File: src/rtl/memory_cycle.sv
// MEM stage of the pipeline: drives a request/acknowledge data-memory bus, formats
// store lanes and load extraction, and owns the MEM/WB pipeline register.
module memory_cycle (
   input  logic        clk,
   input  logic        rst,
   input  logic [31:0] ALUResultM,
   input  logic [31:0] WriteDataM,
   input  logic [31:0] PCPlus4M,
   input  logic [31:0] InstrM,
   input  logic [31:0] AuLu_ResultM,
   input  logic [4:0]  RdM,
   input  logic        RegWriteM,
   input  logic        MemWriteM,
   input  logic [1:0]  ResultSrcM,
   output logic        dmem_req,
   output logic        dmem_we,
   output logic [31:0] dmem_addr,
   output logic [31:0] dmem_wdata,
   output logic [3:0]  dmem_be,
   input  logic [31:0] dmem_rdata,
   input  logic        dmem_ack,
   output logic [31:0] ReadDataW,
   output logic [31:0] ALUResultW,
   output logic [31:0] PCPlus4W,
   output logic [31:0] AuLu_ResultW,
   output logic [4:0]  RdW,
   output logic        RegWriteW,
   output logic [1:0]  ResultSrcW,
   output logic        StallM,
   output logic        MisalignM,
   output logic        BusErrM
);

   typedef enum logic [1:0] {IDLE, REQ, DONE} state_t;

   state_t      state;
   logic [7:0]  wait_cnt;
   logic [31:0] rdata_q;

   logic [2:0]  funct3;
   logic [1:0]  addr_lo;
   logic        is_access;
   logic        misalign_cond;
   logic        misaligned;
   logic        aligned;
   logic [3:0]  be_next;
   logic [31:0] wdata_next;
   logic [7:0]  lane_byte;
   logic [15:0] lane_half;
   logic [31:0] load_data;
   logic        drop_wb;
   logic        unused_bits;

   assign funct3      = InstrM[14:12];
   assign addr_lo     = ALUResultM[1:0];
   assign unused_bits = ^{InstrM[31:15], InstrM[11:0]};

   // Access classification and store lane formatting from the EX/MEM contents
   always_comb begin
      is_access     = MemWriteM | (ResultSrcM == 2'b01);
      misalign_cond = ((funct3[1:0] == 2'b01) && addr_lo[0]) ||
                      ((funct3[1:0] == 2'b10) && (addr_lo != 2'b00));
      misaligned    = is_access & misalign_cond;
      aligned       = is_access & ~misalign_cond;
      be_next       = 4'b1111;
      wdata_next    = WriteDataM;
      if (MemWriteM) begin
         case (funct3[1:0])
            2'b00: begin
               be_next    = 4'b0001 << addr_lo;
               wdata_next = {4{WriteDataM[7:0]}};
            end
            2'b01: begin
               be_next    = 4'b0011 << addr_lo;
               wdata_next = {2{WriteDataM[15:0]}};
            end
            default: begin
               be_next    = 4'b1111;
               wdata_next = WriteDataM;
            end
         endcase
      end
   end

   // Load extraction works on the captured word; the instruction is still frozen in DONE
   always_comb begin
      case (addr_lo)
         2'b00:   lane_byte = rdata_q[7:0];
         2'b01:   lane_byte = rdata_q[15:8];
         2'b10:   lane_byte = rdata_q[23:16];
         default: lane_byte = rdata_q[31:24];
      endcase
      lane_half = addr_lo[1] ? rdata_q[31:16] : rdata_q[15:0];
      case (funct3)
         3'b000:  load_data = {{24{lane_byte[7]}}, lane_byte};
         3'b001:  load_data = {{16{lane_half[15]}}, lane_half};
         3'b100:  load_data = {24'b0, lane_byte};
         3'b101:  load_data = {16'b0, lane_half};
         default: load_data = rdata_q;
      endcase
   end

   assign StallM   = ((state == IDLE) & aligned) | (state == REQ);
   assign dmem_req = (state == REQ);
   assign drop_wb  = ((state == IDLE) & misaligned) | ((state == DONE) & BusErrM);

   // Bus controller: request fields are latched on REQ entry so they cannot move until ack
   always_ff @(posedge clk or posedge rst) begin
      if (rst) begin
         state      <= IDLE;
         wait_cnt   <= 8'd0;
         rdata_q    <= 32'd0;
         dmem_addr  <= 32'd0;
         dmem_we    <= 1'b0;
         dmem_be    <= 4'd0;
         dmem_wdata <= 32'd0;
         MisalignM  <= 1'b0;
         BusErrM    <= 1'b0;
      end else begin
         MisalignM <= 1'b0;
         BusErrM   <= 1'b0;
         case (state)
            IDLE: begin
               if (aligned) begin
                  state      <= REQ;
                  wait_cnt   <= 8'd0;
                  dmem_addr  <= {ALUResultM[31:2], 2'b00};
                  dmem_we    <= MemWriteM;
                  dmem_be    <= be_next;
                  dmem_wdata <= wdata_next;
               end else if (misaligned) begin
                  MisalignM <= 1'b1;
               end
            end
            REQ: begin
               if (dmem_ack) begin
                  if (!dmem_we)
                     rdata_q <= dmem_rdata;
                  state <= DONE;
               end else if (wait_cnt == 8'd254) begin
                  wait_cnt <= 8'd255;
                  BusErrM  <= 1'b1;
                  state    <= DONE;
               end else begin
                  wait_cnt <= wait_cnt + 8'd1;
               end
            end
            DONE:    state <= IDLE;
            default: state <= IDLE;
         endcase
      end
   end

   // MEM/WB register: a stalled cycle inserts a bubble so writeback happens exactly once
   always_ff @(posedge clk or posedge rst) begin
      if (rst) begin
         ReadDataW    <= 32'd0;
         ALUResultW   <= 32'd0;
         PCPlus4W     <= 32'd0;
         AuLu_ResultW <= 32'd0;
         RdW          <= 5'd0;
         RegWriteW    <= 1'b0;
         ResultSrcW   <= 2'd0;
      end else if (StallM) begin
         RegWriteW  <= 1'b0;
         RdW        <= 5'd0;
         ResultSrcW <= 2'd0;
      end else begin
         ReadDataW    <= load_data;
         ALUResultW   <= ALUResultM;
         PCPlus4W     <= PCPlus4M;
         AuLu_ResultW <= AuLu_ResultM;
         RdW          <= RdM;
         RegWriteW    <= RegWriteM & ~drop_wb;
         ResultSrcW   <= ResultSrcM;
      end
   end

endmodule

File: config.mk
export PLATFORM = sky130hd
export DESIGN_NAME = memory_cycle
export DESIGN_NICKNAME = d
export VERILOG_FILES = /design/src/rtl/memory_cycle.sv
export SDC_FILE = /design/constraint.sdc
export NUM_CORES = 1
export LEC_CHECK = 0
export ABC_AREA = 1
export ABC_CLOCK_PERIOD_IN_PS = 9000
export CELL_PAD_IN_SITES_DETAIL_PLACEMENT = 1
export CELL_PAD_IN_SITES_GLOBAL_PLACEMENT = 1
export CORE_MARGIN = 4
export CORE_UTILIZATION = 28
export CTS_CLUSTER_SIZE = 10
export DETAILED_ROUTE_END_ITERATION = 6
export GPL_ROUTABILITY_DRIVEN = 0
export HOLD_SLACK_MARGIN = 0.02
export PLACE_DENSITY = 0.82
export SLEW_MARGIN = 20
export SYNTH_ARGS = -nofsm -noshare
export SYNTH_HDL_FRONTEND = slang
export SYNTH_SLANG_ARGS = --single-unit
export TNS_END_PERCENT = 20
File: constraint.sdc
create_clock -name clk -period 9 [get_ports clk]
set_clock_uncertainty 0.05 [all_clocks]
set_input_delay 1.8 -clock clk [delete_from_list [all_inputs] [get_ports clk]]
set_output_delay 1.8 -clock clk [all_outputs]
set_load 0.02 [all_outputs]
==> impl_metrics.env <==
export IMPL_worstHoldPathType="reg -> reg"
export IMPL_areaGrowthSynthToFinish_pct=46.1
export IMPL_gr_total_overflow=0
export IMPL_min_path_cells=2
export IMPL_die_w_um=203
export IMPL_synth_warnings=0
export IMPL_fin_util_pct=41.3
export IMPL_peakVddDrop_mv=0.183
export IMPL_yosysSeqAreaShare_pct=58.2
export IMPL_cts_resized=0
export IMPL_syn_inst=1253
export IMPL_fin_crit_sh_pct=74.2
export IMPL_period_minus_slack_ns=6.67
export IMPL_timing_fmax_mhz=150
export IMPL_crit_path_max_fanout=84
export IMPL_synth_top_area_share_pct=58.2
export IMPL_maxSlewHeadroom_pct=33.6
export IMPL_cts_sinks=247
export IMPL_status="complete, no violations"
export IMPL_portBuffers=381
export IMPL_start_util_pct=28.3
export IMPL_synth_seq_cells=247
export IMPL_ys_types=25
export IMPL_drive_above_1_share_pct=5.69
export IMPL_root_buffer="clkbuf_16"
export IMPL_drc=0
export IMPL_clkTransAtPathRegs_ns=0.06
export IMPL_post_synth_main_area_contributors="dfrtp_1 58%, nand2_1 25%, mux2_2 2.9%"
export IMPL_cts_tree="yes"
export IMPL_drv_cap=0
export IMPL_grt_pass1_vias=10756
export IMPL_nNetsFinal=1817
export IMPL_setup_tns_ns=0
export IMPL_final_antenna_net_count=0
export IMPL_rows=71
export IMPL_holdPathEnd="ALUResultW[27]"
export IMPL_r2r_cells=9
export IMPL_endpoint_kind="primary output"
export IMPL_rsz0062_at_grt="no"
export IMPL_rr_endpoint="ReadDataW[1]"
export IMPL_wirelength_um=40000
export IMPL_worstSetupStartpointType="input pin"
export IMPL_crit_arrival_ns=4.82
export IMPL_dieHeight_um=203
export IMPL_required_ns=7.15
export IMPL_hold_buffers=0
export IMPL_via_per_inst=4.58
export IMPL_synth_edf_count=0
export IMPL_synth_common_cells="694 x nand2_1, 247 x dfrtp_1, 51 x o21ai_0"
export IMPL_htreeDepth=1
export IMPL_maxSlewViolCount=0
export IMPL_cts_buffers=29
export IMPL_synth_avg_cell_area_sq_um=8.47
export IMPL_worstHoldStart="ALUResultW[27]"
export IMPL_r2r_setup_slack_ns=5.54
export IMPL_setup_viol=0
export IMPL_p_per_area_nw_per_um2=367
export IMPL_worstMarginPinSlew_ns=0.993
export IMPL_netlist_area_sq_um=10600
export IMPL_ys_flop_type="dfrtp_1"
export IMPL_p_leak_nw=7.62
export IMPL_synth_top_cell_by_area="dfrtp_1"
export IMPL_path_class="in -> out"
export IMPL_worstSkewPairLatency_ns=0.54
export IMPL_finalHoldViolCount=0
export IMPL_post_drt_wl_per_cell_um=18.8
export IMPL_antenna_found_initial=7
export IMPL_grt_use_total_pct=19.0
export IMPL_post_cts_buffers=0
export IMPL_coreArea_sq_um=37600
export IMPL_drt_iter0_drc=405
export IMPL_dr_pass1_iters=6
export IMPL_route_vias_total=9754
export IMPL_dp_hpwl_um=29000
export IMPL_r2r_start="state[1]"
export IMPL_synth_most_common_cell="nand2_1"
export IMPL_clockBufferDepth=3
export IMPL_async_flop_share_pct=100
export IMPL_grt_max_degree=130
export IMPL_grt_first_pass_wirelength_um=62300
export IMPL_io_pins=413
export IMPL_dieArea_sq_um=41100
==> critical path, stage by stage <==
cell	delay, ns
clkdlybuf4s50_1	0.95
inv_2	0.22
nand2_2	0.17
nor2_1	0.07
nor2_2	0.21
nand2_4	0.54
nand2_4	0.22
clkdlybuf4s50_1	0.64
==> placed cells by master, fill, tap and decap left out, drive strengths merged <==
master / netlist / final
nand2: 699 / 699
clkdlybuf4s50: 0 / 381
dfrtp: 247 / 247
o21ai: 51 / 51
nor2: 46 / 46
inv: 42 / 42
nand3: 40 / 40
clkbuf: 10 / 34
mux2: 27 / 27
a21oi: 23 / 23
or2: 9 / 9
buf: 51 / 6
nor3: 3 / 3
ha: 2 / 2
conb: 1 / 2
clkinv: 0 / 2
diode: 0 / 1
nand3b: 1 / 1
nand4: 1 / 1
==> logic make-up after synthesis <==
family / after synthesis / share of synthesized area, %
mux: 27 / 2.86
fa+ha+maj: 2 / 0.236
compound gates: 74 / 3.52
flops: 247 / 58.2
simple gates: 799 / 29.7
other cells: 1 / 0.0353
buf+inv: 103 / 5.42
==> per-stage QoR <==
step | std cells | total power, W | hold WS (ns) | setup WS, ns | area, sq um
2_1_floorplan | 1254 | 0.00333 | 0.421 | 0.363 | 10600
3_3_place_gp | 2091 | 0.00459 | 0.411 | 2.31 | 14700
3_5_place_dp | 2091 | 0.00470 | 0.414 | 2.23 | 14700
4_1_cts | 2127 | 0.00577 | 0.430 | 2.23 | 15500
5_1_grt | 2127 | 0.00605 | 0.449 | 2.01 | 15500
6_report | 2128 | 0.00569 | 0.426 | 2.33 | 15500
==> metal layers <==
metal	GRT usage, %	up-vias	routed length (um)
li1	-	4553	-
met1	21.9	4785	15700
met2	33.3	323	19500
met3	6.68	79	3290
met4	5.50	14	1370
met5	0	-	100
==> registers in the layout (all words and copies together) (netlist names) <==
name	count
RegWriteW	1
ResultSrcW	2
AuLu_ResultW	32
wait_cnt	8
ReadDataW	32
dmem_addr	30
ALUResultW	32
BusErrM	1
state	2
dmem_we	1
RdW	5
PCPlus4W	32
rdata_q	32
dmem_wdata	32
MisalignM	1
dmem_be	4
==> cell type report <==
cell class | instances | area, sq um
diodes | 1 | 2.50
clock buffers | 34 | 764
clock inverters | 2 | 10.0
fillers | 4399 | 22100
inverters | 42 | 168
multi-input cells | 904 | 3870
flip-flops and latches | 247 | 6180
well taps | 511 | 639
repair buffers | 387 | 3870
==> where the power goes <==
group / internal, W / leakage (nW) / total [W] / switching (W)
combinational: 0.00115 / 4.20 / 0.00268 / 0.00154
sequential: 0.00164 / 3.04 / 0.00198 / 0.000336
clock: 0.000586 / 0.383 / 0.00103 / 0.000447
==> how the worst max path moves through the flow <==
stage	endpoint	cells after the start	slack (ns)	from
floorplan	ALUResultW[0]	1	0.36	rst
global placement	StallM	8	2.31	InstrM[13]
detailed placement	StallM	8	2.23	InstrM[13]
CTS	StallM	8	2.23	InstrM[13]
global route	StallM	8	2.01	InstrM[13]
finish	StallM	8	2.33	InstrM[13]
(Power assumes the default switching activity.)
